--- src/rtl/cam_pkg.sv ---
// Shared constants, state codes and pixel field layout for the camera capture path.
// Also carries the RGB565 -> RGB444 reduction used by the recognition side.
package cam_pkg;

  localparam int H_PIX_DEF = 640;
  localparam int V_PIX_DEF = 480;
  localparam int FB_WORDS  = 307200;

  typedef logic [1:0] cam_state_t;

  localparam cam_state_t IDLE       = 2'd0;
  localparam cam_state_t SKIP       = 2'd1;
  localparam cam_state_t WAIT_FRAME = 2'd2;
  localparam cam_state_t CAPTURE    = 2'd3;

  localparam int R_MSB = 15;
  localparam int R_LSB = 11;
  localparam int G_MSB = 10;
  localparam int G_LSB = 5;
  localparam int B_MSB = 4;
  localparam int B_LSB = 0;

  function automatic logic [11:0] rgb565_to_444(input logic [15:0] p);
    return {p[R_MSB -: 4], p[G_MSB -: 4], p[B_MSB -: 4]};
  endfunction

endpackage

--- src/rtl/cam_capture_byte_pair.sv ---
// Pairs DVP bytes into 16-bit pixels, high byte first.
// An odd trailing byte is dropped when href falls.
module cam_byte_pair
  import cam_pkg::*;
(
  input  logic        clk,
  input  logic        rst_n,
  input  logic        en,
  input  logic        href,
  input  logic [7:0]  data,
  output logic        pix_valid,
  output logic [15:0] pix
);

  logic       phase;
  logic [7:0] hi;

  // Track byte phase; emit a pixel on every second byte of a line.
  always_ff @(posedge clk or negedge rst_n) begin
    if (!rst_n) begin
      phase     <= 1'b0;
      hi        <= '0;
      pix_valid <= 1'b0;
      pix       <= '0;
    end else begin
      pix_valid <= 1'b0;
      if (!en || !href) begin
        phase <= 1'b0;
      end else if (!phase) begin
        hi    <= data;
        phase <= 1'b1;
      end else begin
        pix       <= {hi, data};
        pix_valid <= 1'b1;
        phase     <= 1'b0;
      end
    end
  end

endmodule

--- src/rtl/cam_capture.sv ---
// DVP capture into frame-buffer write port (w_en/addr_w/dat_w on clk_w).
// Optional single-frame snapshot mode: define CAM_SNAPSHOT_EN.
module cam_capture
  import cam_pkg::*;
#(
  parameter int H_PIX       = H_PIX_DEF,
  parameter int V_PIX       = V_PIX_DEF,
  parameter int SKIP_FRAMES = 10,
  parameter int ADDR_W      = 19
) (
  input  logic              clk_w,
  input  logic              rst_n,
  input  logic              cap_en,
`ifdef CAM_SNAPSHOT_EN
  input  logic              snap_req,
`endif
  input  logic              cam_vsync,
  input  logic              cam_href,
  input  logic [7:0]        cam_data,
  output logic              w_en,
  output logic [ADDR_W-1:0] addr_w,
  output logic [15:0]       dat_w,
  output logic              frame_done,
  output logic              busy
);

  localparam int XW = $clog2(H_PIX + 1);
  localparam int SW = (SKIP_FRAMES < 1) ? 1 : $clog2(SKIP_FRAMES + 1);

  localparam logic [XW-1:0]   X_MAX   = XW'(H_PIX);
  localparam logic [SW-1:0]   S_MAX   = SW'(SKIP_FRAMES);
  localparam logic [ADDR_W:0] FB_SZ   = (ADDR_W + 1)'(H_PIX * V_PIX);
  localparam logic [ADDR_W-1:0] H_STEP = ADDR_W'(H_PIX);

  logic vs_d1, vs_d2;
  logic hr_d1, hr_d2;
  logic [7:0] dat_d1;

  cam_state_t state, state_n;
  logic [SW-1:0]     skip_cnt;
  logic [XW-1:0]     x_cnt;
  logic [ADDR_W-1:0] line_base;

  logic        pix_valid;
  logic [15:0] pix;

  logic vs_rise, vs_fall, hr_fall;
  logic capturing, line_ok, do_wr, start;

  assign vs_rise   = vs_d1 & ~vs_d2;
  assign vs_fall   = ~vs_d1 & vs_d2;
  assign hr_fall   = ~hr_d1 & hr_d2;
  assign capturing = (state == CAPTURE);
  assign line_ok   = ({1'b0, line_base} < FB_SZ);
  assign do_wr     = capturing & pix_valid & (x_cnt < X_MAX) & line_ok;
  assign busy      = (state == WAIT_FRAME) | (state == CAPTURE);

`ifdef CAM_SNAPSHOT_EN
  logic sn_d1, sn_d2;

  // Register the snapshot request so only a clean rising edge arms a frame.
  always_ff @(posedge clk_w or negedge rst_n) begin
    if (!rst_n) begin
      sn_d1 <= 1'b0;
      sn_d2 <= 1'b0;
    end else begin
      sn_d1 <= snap_req;
      sn_d2 <= sn_d1;
    end
  end

  assign start = cap_en & sn_d1 & ~sn_d2;
`else
  assign start = cap_en;
`endif

  // Sample the DVP bus once, keep a second copy for edge detection.
  always_ff @(posedge clk_w or negedge rst_n) begin
    if (!rst_n) begin
      vs_d1  <= 1'b0;
      vs_d2  <= 1'b0;
      hr_d1  <= 1'b0;
      hr_d2  <= 1'b0;
      dat_d1 <= '0;
    end else begin
      vs_d1  <= cam_vsync;
      vs_d2  <= vs_d1;
      hr_d1  <= cam_href;
      hr_d2  <= hr_d1;
      dat_d1 <= cam_data;
    end
  end

  cam_byte_pair u_pair (
    .clk       (clk_w),
    .rst_n     (rst_n),
    .en        (capturing),
    .href      (hr_d1),
    .data      (dat_d1),
    .pix_valid (pix_valid),
    .pix       (pix)
  );

  // Next-state: settle, wait for frame start, capture one frame.
  always_comb begin
    state_n = state;
    unique case (state)
      IDLE: begin
        if (start)
          state_n = (SKIP_FRAMES == 0) ? WAIT_FRAME : SKIP;
      end
      SKIP: begin
        if (!cap_en)
          state_n = IDLE;
        else if (skip_cnt == S_MAX)
          state_n = WAIT_FRAME;
      end
      WAIT_FRAME: begin
        if (!cap_en)
          state_n = IDLE;
        else if (vs_fall)
          state_n = CAPTURE;
      end
      CAPTURE: begin
        if (vs_rise) begin
`ifdef CAM_SNAPSHOT_EN
          state_n = IDLE;
`else
          state_n = cap_en ? WAIT_FRAME : IDLE;
`endif
        end
      end
      default: state_n = IDLE;
    endcase
  end

  // State register.
  always_ff @(posedge clk_w or negedge rst_n) begin
    if (!rst_n)
      state <= IDLE;
    else
      state <= state_n;
  end

  // Count vsync rising edges while the sensor settles.
  always_ff @(posedge clk_w or negedge rst_n) begin
    if (!rst_n)
      skip_cnt <= '0;
    else if (state == IDLE)
      skip_cnt <= '0;
    else if (state == SKIP && vs_rise && skip_cnt != S_MAX)
      skip_cnt <= skip_cnt + 1'b1;
  end

  // Pixel column and line base; a write uses the values before any update.
  always_ff @(posedge clk_w or negedge rst_n) begin
    if (!rst_n) begin
      x_cnt     <= '0;
      line_base <= '0;
    end else if (state == WAIT_FRAME && vs_fall) begin
      x_cnt     <= '0;
      line_base <= '0;
    end else if (capturing) begin
      if (hr_fall) begin
        x_cnt <= '0;
        if (line_ok)
          line_base <= line_base + H_STEP;
      end else if (pix_valid && x_cnt != X_MAX) begin
        x_cnt <= x_cnt + 1'b1;
      end
    end
  end

  // Write port and end-of-frame pulse; address/data hold between writes.
  always_ff @(posedge clk_w or negedge rst_n) begin
    if (!rst_n) begin
      w_en       <= 1'b0;
      addr_w     <= '0;
      dat_w      <= '0;
      frame_done <= 1'b0;
    end else begin
      w_en       <= do_wr;
      frame_done <= capturing & vs_rise;
      if (do_wr) begin
        addr_w <= line_base + ADDR_W'(x_cnt);
        dat_w  <= pix;
      end
    end
  end

endmodule

--- config.mk ---
export PLATFORM = sky130hd
export DESIGN_NAME = cam_capture
export DESIGN_NICKNAME = d
export VERILOG_FILES = /design/src/rtl/cam_pkg.sv /design/src/rtl/cam_capture_byte_pair.sv /design/src/rtl/cam_capture.sv
export SDC_FILE = /design/constraint.sdc
export NUM_CORES = 1
export LEC_CHECK = 0
export BUFFER_PORTS_ARGS = -buffer_cell sky130_fd_sc_hd__buf_2
export CAP_MARGIN = 20
export CORE_AREA = 5 5 144 146
export CTS_CLUSTER_DIAMETER = 60
export DETAILED_ROUTE_END_ITERATION = 10
export DIE_AREA = 0 0 149 151
export PLACE_DENSITY_LB_ADDON = 0.25
export REMOVE_ABC_BUFFERS = 1
export SLEW_MARGIN = 10
export SYNTH_ARGS = -nofsm -noshare
export SYNTH_HDL_FRONTEND = slang
export SYNTH_HIERARCHICAL = 1
export SYNTH_SLANG_ARGS = --single-unit
--- constraint.sdc ---
create_clock -name clk_w -period 1.87 [get_ports clk_w]
set_input_delay 0.0935 -clock clk_w [delete_from_list [all_inputs] [get_ports clk_w]]
set_output_delay 0.0935 -clock clk_w [all_outputs]
set_load 0.02 [all_outputs]
==> qor.csv, run 1 <==
stage,metric,value,unit
route,routed-wl-met2,5440,µm
hold_path,hold_class,in2reg,
worst_setup_path,rr_endpoint,x_cnt[6],
route,detail_route.first_pass.iterations,4,
worst_setup_path,worst_path_cell_with_the_longest_stage_delay,or4b_1,
yosys,synth_ff_type,dfrtp_1,
grt,grt_first_pass_wirelength,19100,µm
clock_tree,htree_num_levels,3,
yosys,synth_sequential_area_ratio,54.5,%
worst_setup_path,regToRegSetupSlack,0.07,ns
clock_tree,cts_buffer_depth,2,
route,wl_met3,490,µm
final_layout,number_of_diodes,0,
yosys,synth_largest_type_area_fraction,54.5,%
route,wirelength_per_cell,14.4,µm
yosys,post_syn_instances,448,
worst_setup_path,path_class,reg2reg,
power_and_ir_drop,power.internal,4.11,mW
worst_setup_path,critPathArrivalTime,2.02,ns
yosys,ys_top_cells_by_area,"dfrtp_1, nand2_1, mux2_2",
grt,grt_util_all_layers,10.6,%
power_and_ir_drop,pwr-share-clk,30.5,%
final_layout,post_route_cells_drive_above_1_share,26.2,%
clock_tree,numCtsBuffers,9,
placement,detailed_place_hpwl,8250,µm
sta,max_slew.worst_pin.slew,0.502,ns
placement,number_of_cells_after_detailed_placement,773,
hold_path,timing.hold.worst.start,cap_en,
sta,slew_violations,0,
floorplan,ioPinCount,51,
yosys,synthDistinctLibCells,54,
yosys,ys_seq_elements,103,
placement,gp_routability_congestion,0.838,
floorplan,core-area,19300,µm²
power_and_ir_drop,p_sw,1.72,mW
sta,final.period_utilization,96.4,%
clock_tree,number_of_sinks_handled_by_clock_tree_synthesis,103,
route,uppermost_routed_layer,met4,
worst_setup_path,setup.worst_path.start_class,flop,
final_layout,post_layout_nonfiller_instances,806,
placement,place.port_buffers,50,
worst_setup_path,critical_path.reg2reg.startpoint,x_cnt[3],
worst_setup_path,critical_path.max_stage_delay,0.60,ns
outcome,status,completed,
route,detail_route.vias_per_cell,4.50,
clock_tree,cts_root_buffer,clkbuf_16,
yosys,synth.cell_area,4730,µm²
final_layout,mostFrequentLayoutCells,"dfrtp_1, nand2_1, buf_2",
grt,pin_count_of_the_biggest_net_entering_global_routing,33,
clock_tree,clk-insertion-delay-late,0.35,ns
sta,timing.clock.skew,0.0104,ns
final_layout,layout-area-overhead-vs-synth,25.8,%
grt,grt_antenna_before_repair,0,
grt,grt.overflow.total,0,
yosys,synth.largest_area_cell,dfrtp_1,
final_layout,fin_nets,559,
route,total_via_count_in_the_routed_design,3627,
yosys,ys_warn_count,6,
worst_setup_path,critical_path.max_fanout,4,
worst_setup_path,cp-end-kind,flop,
clock_tree,path_clk_slew,0.07,ns
sta,relSlewSlack,66.2,%
worst_setup_path,ff_to_ff_path_depth,5,
floorplan,initial_core_util,24.5,%
power_and_ir_drop,pwr-share-comb,21.0,%
route,postRouteWirelength,11600,µm
sta,setup-violations-final,0,
floorplan,num_rows,51,
yosys,synth-async-reset-ratio,100,%
worst_setup_path,worst-endpoint-required,2.09,ns
yosys,synth_enable_flop_cells,0,
sta,rsz0062_at_grt,no,
floorplan,floorplan.die_area,22500,µm²
floorplan,die_w,149,µm
worst_setup_path,cp_cell_sequence,or4b_1 > o31ai_4 > buf_4 > nor3_1 > a2bb2oi_1,
power_and_ir_drop,power_leakage,2.85,nW
grt,grt_pass1_vias,3680,
power_and_ir_drop,share_seq_of_total_power,48.5,%
yosys,post_synth.cell_area_avg,10.6,µm²
sta,final-hold-violation-count,0,
final_layout,layout.cells.most_common,dfrtp_1,
route,wl_met1,5400,µm
sta,totalNegativeSetupSlack,0,ns
hold_path,worstHoldPathCells,3,
clock_tree,clock_tree_from_tritoncts,yes,
hold_path,min_to,state[1],
power_and_ir_drop,max-vdd-ir-drop,504,µV
route,drtIter0Drc,208,
route,drcViolationCount,0,
power_and_ir_drop,powerDensity,978,nW/µm²
final_layout,final_layout_fill_cell_count,2075,
power_and_ir_drop,sw_frac_of_total,29.5,%
sta,final_critical_path_required_period,1.80,ns
worst_setup_path,cp_top_family,simple AND/OR/NAND/NOR gates,
job,max_cap_viol_count,0,
worst_setup_path,cp_num_buf_inv,1,
floorplan,height_of_the_die,151,µm
route,ant_nets_after_route,0,
sta,max_clock_freq,555,MHz
[power by group through the flow]
stage                     logic (mW)  clock network [mW]  registers [mW]
after floorplan                0.661                   0            2.89
after global routing            1.36                1.94            2.87
after CTS                       1.17                1.86            2.83
after detailed placement        1.15                   0            2.87
final                           1.22                1.78            2.82
after global placement          1.12                   0            2.85
[worst max path at each step]
| stage | start | to | slack (ns) | cells past startpoint |
|---|---|---|---|---|
| after floorplan | line_base[13] | addr_w[18] | -0.58 | 5 |
| after global placement | x_cnt[8] | addr_w[15] | 0.11 | 6 |
| after detailed placement | x_cnt[8] | addr_w[17] | 0.06 | 6 |
| after CTS | line_base[12] | addr_w[17] | 0.03 | 6 |
| after global routing | x_cnt[3] | x_cnt[6] | 0.004 | 5 |
| final | x_cnt[3] | x_cnt[6] | 0.07 | 5 |
[state kept, by name (all words and copies together), names as in the netlist]
name / flops
vs_d2: 1
u_pair/pix_valid: 1
line_base: 12
dat_d1: 8
u_pair/hi: 8
hr_d1: 1
u_pair/phase: 1
skip_cnt: 4
addr_w: 19
vs_d1: 1
state: 2
dat_w: 16
w_en: 1
frame_done: 1
hr_d2: 1
x_cnt: 10
u_pair/pix: 16
[metrics by stage]
step | total power [mW] | util [%] | hold WS, ns | setup slack, ns | cell area, µm²
finish | 5.82 | 30.9 | 0.0325 | 0.0681 | 5950
global placement | 3.98 | 28.4 | 0.0730 | 0.106 | 5470
CTS | 5.86 | 30.4 | 0.0126 | 0.0323 | 5860
floorplan | 3.55 | - | -0.202 | -0.583 | 4590
global route | 6.18 | 30.9 | 0.0367 | 0.00381 | 5950
detailed placement | 4.02 | 28.4 | 0.0826 | 0.0586 | 5470
[cell usage after synthesis, types with 3 or more instances]
| cell | n |
|---|---|
| a2111o_1 | 3 |
| o21ai_0 | 24 |
| nor2_1 | 15 |
| o21a_1 | 4 |
| o31ai_1 | 4 |
| inv_1 | 11 |
| nand4_1 | 6 |
| a2bb2oi_1 | 4 |
| buf_2 | 7 |
| ha_1 | 9 |
| mux2i_1 | 4 |
| a21o_1 | 3 |
| clkbuf_1 | 14 |
| a211oi_1 | 3 |
| nor2b_1 | 3 |
| xor2_1 | 5 |
| mux2_4 | 9 |
| nand3_1 | 11 |
| a21oi_1 | 18 |
| mux2_2 | 15 |
| or3_1 | 4 |
| nor3_1 | 5 |
| dfrtp_1 | 103 |
| buf_6 | 4 |
| and3_1 | 6 |
| and2_1 | 8 |
| or4_1 | 4 |
| o211ai_1 | 3 |
| nand2_1 | 86 |
| a21boi_0 | 6 |
| a31oi_1 | 20 |
[layout make-up]
class | instances | area [µm²] | share of cell area [%]
sequential | 103 | 2580 | 43.3
multi-input combinational | 307 | 1990 | 33.4
timing repair buffer | 104 | 732 | 12.3
tap | 265 | 332 | 5.57
clock buffer | 11 | 243 | 4.08
inverter | 12 | 50.0 | 0.841
clock inverter | 4 | 32.5 | 0.546
[routing by layer]
layer  up-vias  GRT usage, %
met5         -             0
met1      1754          14.3
met4         0          4.49
met2        88          17.0
li1       1766             -
met3        19          1.86
[logic make-up (layout without fill, tap and decap cells)]
logic type | count (synthesis) | count (layout) | synth area share [%]
other | 1 | 1 | 0.0793
xor gates and xnor gates | 7 | 7 | 1.30
AOI/OAI and AO/OA | 104 | 104 | 14.6
DFF | 103 | 103 | 54.5
muxes | 28 | 28 | 7.27
and+or+nand+nor | 158 | 158 | 15.9
adders and majority gates | 9 | 9 | 2.38
buffers and inverters | 38 | 131 | 3.91
[worst reg2reg max path, delay by kind of cell, from the launching register on]
family                 cells  cell delay, ns
AO/OA/AOI/OAI              2            0.45
flip-flops                 1            0.39
buffers and inverters      1            0.18
AND/OR/NAND/NOR            2            0.65
[timing repair]
action                     4_1_cts  5_1_grt
hold endpoints to repair        39        0
setup endpoints to repair        0        5
hold buffers                    11        0
setup buffers                    0        5
gates resized for setup          0        6
(Power assumes the default switching activity.)
==> inputs of run 2 (changes only) <==
CELL_PAD_IN_SITES_DETAIL_PLACEMENT = 0   (was unset)
CELL_PAD_IN_SITES_GLOBAL_PLACEMENT = 1   (was unset)
==> run 2 against run 1 <==
- clock power rose by 19%
- maximum frequency rose by 0.50%
- sequential share of layout area decreased by 0.60 points
- largest cell class unchanged
- critical endpoint is now addr_w[17]
- first-iteration DRC count shrank 27%
- via count fell by 1.1%
==> qor.csv, run 2 (synthesis gave the netlist of run 1 again) <==
stage,metric,value,unit,change
final_layout,fin_nets,559,,unchanged
power_and_ir_drop,max-vdd-ir-drop,514,µV,was 504 µV
sta,final-hold-violation-count,0,,unchanged
worst_setup_path,path_class,reg2reg,,unchanged
floorplan,die_w,149,µm,unchanged
worst_setup_path,setup.worst_path.start_class,flop,,unchanged
placement,place.port_buffers,50,,unchanged
route,drtIter0Drc,152,,was 208
grt,grt_first_pass_wirelength,19500,µm,was 19100 µm
sta,relSlewSlack,62.8,%,was 66.2%
grt,grt.overflow.total,0,,unchanged
route,drcViolationCount,0,,unchanged
sta,slew_violations,0,,unchanged
sta,final_critical_path_required_period,1.79,ns,was 1.80 ns
worst_setup_path,cp_top_family,compound AO/OA/AOI/OAI gates,,was simple AND/OR/NAND/NOR gates
worst_setup_path,worst-endpoint-required,2.13,ns,was 2.09 ns
worst_setup_path,critPathArrivalTime,2.06,ns,was 2.02 ns
placement,number_of_cells_after_detailed_placement,774,,was 773
floorplan,initial_core_util,24.5,%,unchanged
final_layout,number_of_diodes,0,,unchanged
worst_setup_path,worst_path_cell_with_the_longest_stage_delay,dfrtp_1,,was or4b_1
worst_setup_path,cp_cell_sequence,ha_1 > a21o_1 > a21oi_2 > buf_4 > or4_1 > a31oi_1,,was or4b_1 > o31ai_4 > buf_4 > nor3_1 > a2bb2oi_1
worst_setup_path,cp_num_buf_inv,1,,unchanged
sta,max_clock_freq,558,MHz,was 555 MHz
sta,totalNegativeSetupSlack,0,ns,unchanged
clock_tree,number_of_sinks_handled_by_clock_tree_synthesis,103,,unchanged
clock_tree,numCtsBuffers,9,,unchanged
final_layout,layout.cells.most_common,dfrtp_1,,unchanged
floorplan,floorplan.die_area,22500,µm²,unchanged
route,wirelength_per_cell,14.6,µm,was 14.4 µm
placement,dp_worst_setup_slack,0.0394,ns,was 0.0586 ns
route,postRouteWirelength,11800,µm,was 11600 µm
grt,grt_pass1_vias,3694,,was 3680
route,total_via_count_in_the_routed_design,3587,,was 3627
sta,setup-violations-final,0,,unchanged
worst_setup_path,critical_path.max_fanout,9,,was 4
placement,gp_routability_congestion,0.794,,was 0.838
job,max_cap_viol_count,0,,unchanged
route,detail_route.vias_per_cell,4.44,,was 4.50
clock_tree,path_clk_slew,0.08,ns,was 0.07 ns
floorplan,ioPinCount,51,,unchanged
final_layout,max_flop_register,addr_w,,unchanged
floorplan,core-area,19300,µm²,unchanged
route,ant_nets_after_route,0,,unchanged
outcome,status,completed,,unchanged
clock_tree,clock_tree_from_tritoncts,yes,,unchanged
final_layout,biggestRegsByFlops,"addr_w (19), dat_w (16), u_pair/pix (16)",,unchanged
final_layout,post_route_cells_drive_above_1_share,26.4,%,was 26.2%
floorplan,num_rows,51,,unchanged
sta,setup_slack,0.0771,ns,was 0.0681 ns
clock_tree,cts_root_buffer,clkbuf_16,,unchanged
worst_setup_path,critical_path.max_stage_delay,0.41,ns,was 0.60 ns
clock_tree,htree_num_levels,3,,unchanged
sta,final.period_utilization,95.9,%,was 96.4%
sta,timing.clock.skew,0.00843,ns,was 0.0104 ns
final_layout,post_layout_nonfiller_instances,807,,was 806
power_and_ir_drop,power_leakage,2.90,nW,was 2.85 nW
floorplan,height_of_the_die,151,µm,unchanged
power_and_ir_drop,powerDensity,1010,nW/µm²,was 978 nW/µm²
clock_tree,cts_buffer_depth,2,,unchanged
clock_tree,clk-insertion-delay-late,0.34,ns,was 0.35 ns
final_layout,mostFrequentLayoutCells,"dfrtp_1, nand2_1, buf_2",,unchanged
worst_setup_path,cp-end-kind,flop,,unchanged
hold_path,hold_class,in2reg,,unchanged
route,detail_route.first_pass.iterations,4,,unchanged
placement,detailed_place_hpwl,8300,µm,was 8250 µm
grt,grt_util_all_layers,10.8,%,was 10.6%
grt,pin_count_of_the_biggest_net_entering_global_routing,40,,was 33
final_layout,layout-area-overhead-vs-synth,27.6,%,was 25.8%
grt,grt_antenna_before_repair,0,,unchanged
sta,max_slew.worst_pin.slew,0.553,ns,was 0.502 ns
final_layout,final_layout_fill_cell_count,2043,,was 2075
final_layout,largest_register_ffs,19,,unchanged
-- run 2: cell type report --
type | instances | area [µm²] | area share, %
clock inverter | 6 | 92.6 | 1.53
timing repair buffer | 104 | 758 | 12.6
clock buffer | 10 | 239 | 3.96
multi-input combinational | 307 | 1990 | 32.9
inverter | 12 | 50.0 | 0.829
sequential | 103 | 2580 | 42.7
tap | 265 | 332 | 5.49
-- run 2: through the flow --
stage               hold WS [ns]  utilization [%]  power [mW]  instance area [µm²]
global route              0.0552             31.3        6.46                 6030
detailed placement         0.115             28.5        4.03                 5490
floorplan                 -0.202                -        3.55                 4590
global placement           0.106             28.5        3.99                 5490
finish                    0.0303             31.3        6.10                 6030
CTS                       0.0263             30.8        6.18                 5930
-- run 2: report_power, final --
group / switching (mW) / total (mW) / leakage (nW) / internal [mW]
Clock: 0.884 / 2.11 / 0.161 / 1.22
Combinational: 0.614 / 1.18 / 1.40 / 0.568
Sequential: 0.250 / 2.82 / 1.34 / 2.57
-- run 2: worst reg2reg max path: stages (launching register included) --
cell	delay, ns
dfrtp_1	0.41
ha_1	0.32
a21o_1	0.16
a21oi_2	0.08
buf_4	0.17
or4_1	0.40
a31oi_1	0.18
-- run 2: routing by layer --
metal / track usage [%] / routed length (µm)
met1: 14.8 / 5740
met2: 17.0 / 5480
met3: 2.00 / 398
met4: 3.84 / 170
met5: 0 / 0
-- run 2: worst paths after layout --
| kind | startpoint | endpoint | slack, ns | cells past startpoint |
|---|---|---|---|---|
| max in group asynchronous | rst_n | addr_w[3] | 1.03 | 3 |
| max reg2reg | x_cnt[8] | addr_w[17] | 0.08 | 6 |
| min in group asynchronous | rst_n | dat_w[6] | 0.26 | 2 |
| min | cap_en | state[0] | 0.03 | 3 |
| max | x_cnt[8] | addr_w[17] | 0.08 | 6 |
| min reg2reg | u_pair/pix[9] | dat_w[9] | 0.46 | 2 |
-- run 2: timing repair --
| action | in CTS | in global routing |
|---|---|---|
| buffers inserted | 0 | 4 |
| hold endpoints to repair | 47 | 0 |
| resized for setup | 0 | 6 |
| endpoints found under the setup margin | 0 | 18 |
| hold buffers | 11 | 0 |
==> inputs of run 3 (changes only) <==
CORE_AREA = 5 5 123 125   (was 5 5 144 146)
DIE_AREA = 0 0 128 130   (was 0 0 149 151)
==> run 3 against run 2 <==
- sequential share of layout area rose by 1.4 points
- first-iteration DRC count rose by 41%
- critical endpoint is now addr_w[14]
- clock-buffer cell count did not move
- maximum frequency fell by 2.0%
- cell area is 3.2% lower
==> qor.csv, run 3 (synthesis gave the netlist of run 1 again) <==
stage,metric,value,unit,change
outcome,status,completed,,unchanged
route,postRouteWirelength,10700,µm,was 11800 µm
floorplan,ioPinCount,51,,unchanged
clock_tree,path_clk_slew,0.07,ns,was 0.08 ns
sta,setup-violations-final,0,,unchanged
final_layout,post_route_cells_drive_above_1_share,26.2,%,was 26.4%
route,drtIter0Drc,215,,was 152
sta,final.period_utilization,97.8,%,was 95.9%
final_layout,max_flop_register,addr_w,,unchanged
worst_setup_path,critical_path.max_fanout,8,,was 9
worst_setup_path,critPathArrivalTime,2.09,ns,was 2.06 ns
grt,grt_pass1_vias,3574,,was 3694
route,wirelength_per_cell,14.8,µm,was 14.6 µm
final_layout,biggestRegsByFlops,"addr_w (19), dat_w (16), u_pair/pix (16)",,unchanged
clock_tree,clock_tree_from_tritoncts,yes,,unchanged
worst_setup_path,worst-endpoint-required,2.13,ns,about the same
sta,final-hold-violation-count,0,,unchanged
final_layout,layout.cells.most_common,dfrtp_1,,unchanged
final_layout,number_of_diodes,0,,unchanged
grt,grt_first_pass_wirelength,17900,µm,was 19500 µm
worst_setup_path,worst_path_cell_with_the_longest_stage_delay,a2111o_1,,was dfrtp_1
grt,grt_antenna_before_repair,0,,unchanged
worst_setup_path,regToRegSetupSlack,0.04,ns,was 0.08 ns
placement,place.port_buffers,50,,unchanged
final_layout,fin_nets,558,,was 559
clock_tree,htree_num_levels,3,,unchanged
floorplan,num_rows,43,,was 51
worst_setup_path,crit_top_cell,a2111o_1,,
hold_path,hold_class,in2reg,,unchanged
floorplan,initial_core_util,34.3,%,was 24.5%
worst_setup_path,path_class,reg2reg,,unchanged
sta,timing.clock.skew,0.00867,ns,was 0.00843 ns
placement,detailed_place_hpwl,7720,µm,was 8300 µm
route,detail_route.first_pass.iterations,4,,unchanged
power_and_ir_drop,max-vdd-ir-drop,623,µV,was 514 µV
final_layout,largest_register_ffs,19,,unchanged
power_and_ir_drop,powerDensity,998,nW/µm²,was 1010 nW/µm²
final_layout,post_layout_nonfiller_instances,721,,was 807
worst_setup_path,cp-end-kind,flop,,unchanged
final_layout,final_layout_fill_cell_count,1379,,was 2043
sta,max_clock_freq,547,MHz,was 558 MHz
worst_setup_path,cp_cell_sequence,a2111o_1 > a211o_4 > a2111o_1 > o211ai_1,,was ha_1 > a21o_1 > a21oi_2 > buf_4 > or4_1 > a31oi_1
clock_tree,numCtsBuffers,9,,unchanged
floorplan,core-area,13800,µm²,was 19300 µm²
sta,final_critical_path_required_period,1.83,ns,was 1.79 ns
floorplan,height_of_the_die,130,µm,was 151 µm
power_and_ir_drop,power.total,5.84,mW,was 6.10 mW
grt,pin_count_of_the_biggest_net_entering_global_routing,52,,was 40
route,drcViolationCount,0,,unchanged
final_layout,layout-area-overhead-vs-synth,23.5,%,was 27.6%
route,detail_route.vias_per_cell,4.97,,was 4.44
final_layout,mostFrequentLayoutCells,"dfrtp_1, nand2_1, buf_2",,unchanged
clock_tree,number_of_sinks_handled_by_clock_tree_synthesis,103,,unchanged
power_and_ir_drop,power_leakage,2.86,nW,was 2.90 nW
clock_tree,clk-insertion-delay-late,0.35,ns,was 0.34 ns
placement,gp_routability_congestion,0.875,,was 0.794
final_layout,fin_area,5840,µm²,was 6030 µm²
sta,slew_violations,0,,unchanged
sta,whs,0.0334,ns,was 0.0303 ns
placement,number_of_cells_after_detailed_placement,694,,was 774
clock_tree,cts_root_buffer,clkbuf_16,,unchanged
floorplan,floorplan.die_area,16600,µm²,was 22500 µm²
worst_setup_path,setup.worst_path.start_class,flop,,unchanged
job,max_cap_viol_count,0,,unchanged
floorplan,die_w,128,µm,was 149 µm
placement,postPlaceCellArea,5410,µm²,was 5490 µm²
worst_setup_path,cp_num_buf_inv,0,,was 1
worst_setup_path,cp_top_family,compound AO/OA/AOI/OAI gates,,unchanged
grt,grt.overflow.total,0,,unchanged
route,total_via_count_in_the_routed_design,3582,,was 3587
route,ant_nets_after_route,0,,unchanged
sta,rsz0062_at_grt,yes,,
clock_tree,cts_buffer_depth,2,,unchanged
grt,grt_util_all_layers,13.6,%,was 10.8%
worst_setup_path,critical_path.max_stage_delay,0.47,ns,was 0.41 ns
[run 3: repair_timing]
item	in CTS	in global routing
hold buffers	11	0
hold endpoints to repair	28	0
gates resized for setup	0	5
setup endpoints to repair	0	27
buffers inserted	0	0
[run 3: path summary, 6_finish.rpt]
| path | endpoint | from | cells after the start |
|---|---|---|---|
| worst max-delay path | addr_w[14] | line_base[16] | 4 |
| worst min-delay path | state[1] | cap_en | 3 |
| worst max register to register | addr_w[14] | line_base[16] | 4 |
| worst min register to register | dat_w[6] | u_pair/pix[6] | 2 |
| max in group asynchronous | u_pair/pix[8] | rst_n | 3 |
| min in group asynchronous | vs_d1 | rst_n | 2 |
[run 3: worst register-to-register path, cell delays in order, from the launching register on]
cell and delay (ns):
dfrtp_1 0.41, a2111o_1 0.47, a211o_4 0.40, a2111o_1 0.36
o211ai_1 0.10
[run 3: where the power goes]
group / switching [mW] / total [mW] / leakage [nW] / internal (mW)
logic: 0.609 / 1.18 / 1.38 / 0.573
registers: 0.240 / 2.81 / 1.34 / 2.57
clock network: 0.871 / 1.85 / 0.148 / 0.975
total: 1.72 / 5.84 / 2.86 / 4.12
[run 3: layout make-up]
type                       instances  area [µm²]  share of cell area, %
clock buffer                      10         239                   4.09
clock inverter                     6        57.6                  0.985
inverter                          12        47.5                  0.814
multi-input combinational        307        1990                   34.1
sequential                       103        2580                   44.1
tap                              180         225                   3.85
timing repair buffer             103         703                   12.0
[run 3: metal layers]
metal	GRT usage (%)	vias to the layer above	share of wire (%)
li1	-	1758	-
met1	18.3	1764	48
met2	21.7	53	47
met3	3.15	7	3.7
met4	4.99	0	1.2
met5	0	-	0
[run 3: through the flow]
stage,TNS (ns),utilization [%],setup slack [ns]
detailed placement,0,39.3,0.0553
global placement,0,39.3,0.0955
floorplan,-10.26,-,-0.583
global route,-0.0145,42.4,-0.00604
finish,0,42.4,0.0413
CTS,0,42.2,0.0247
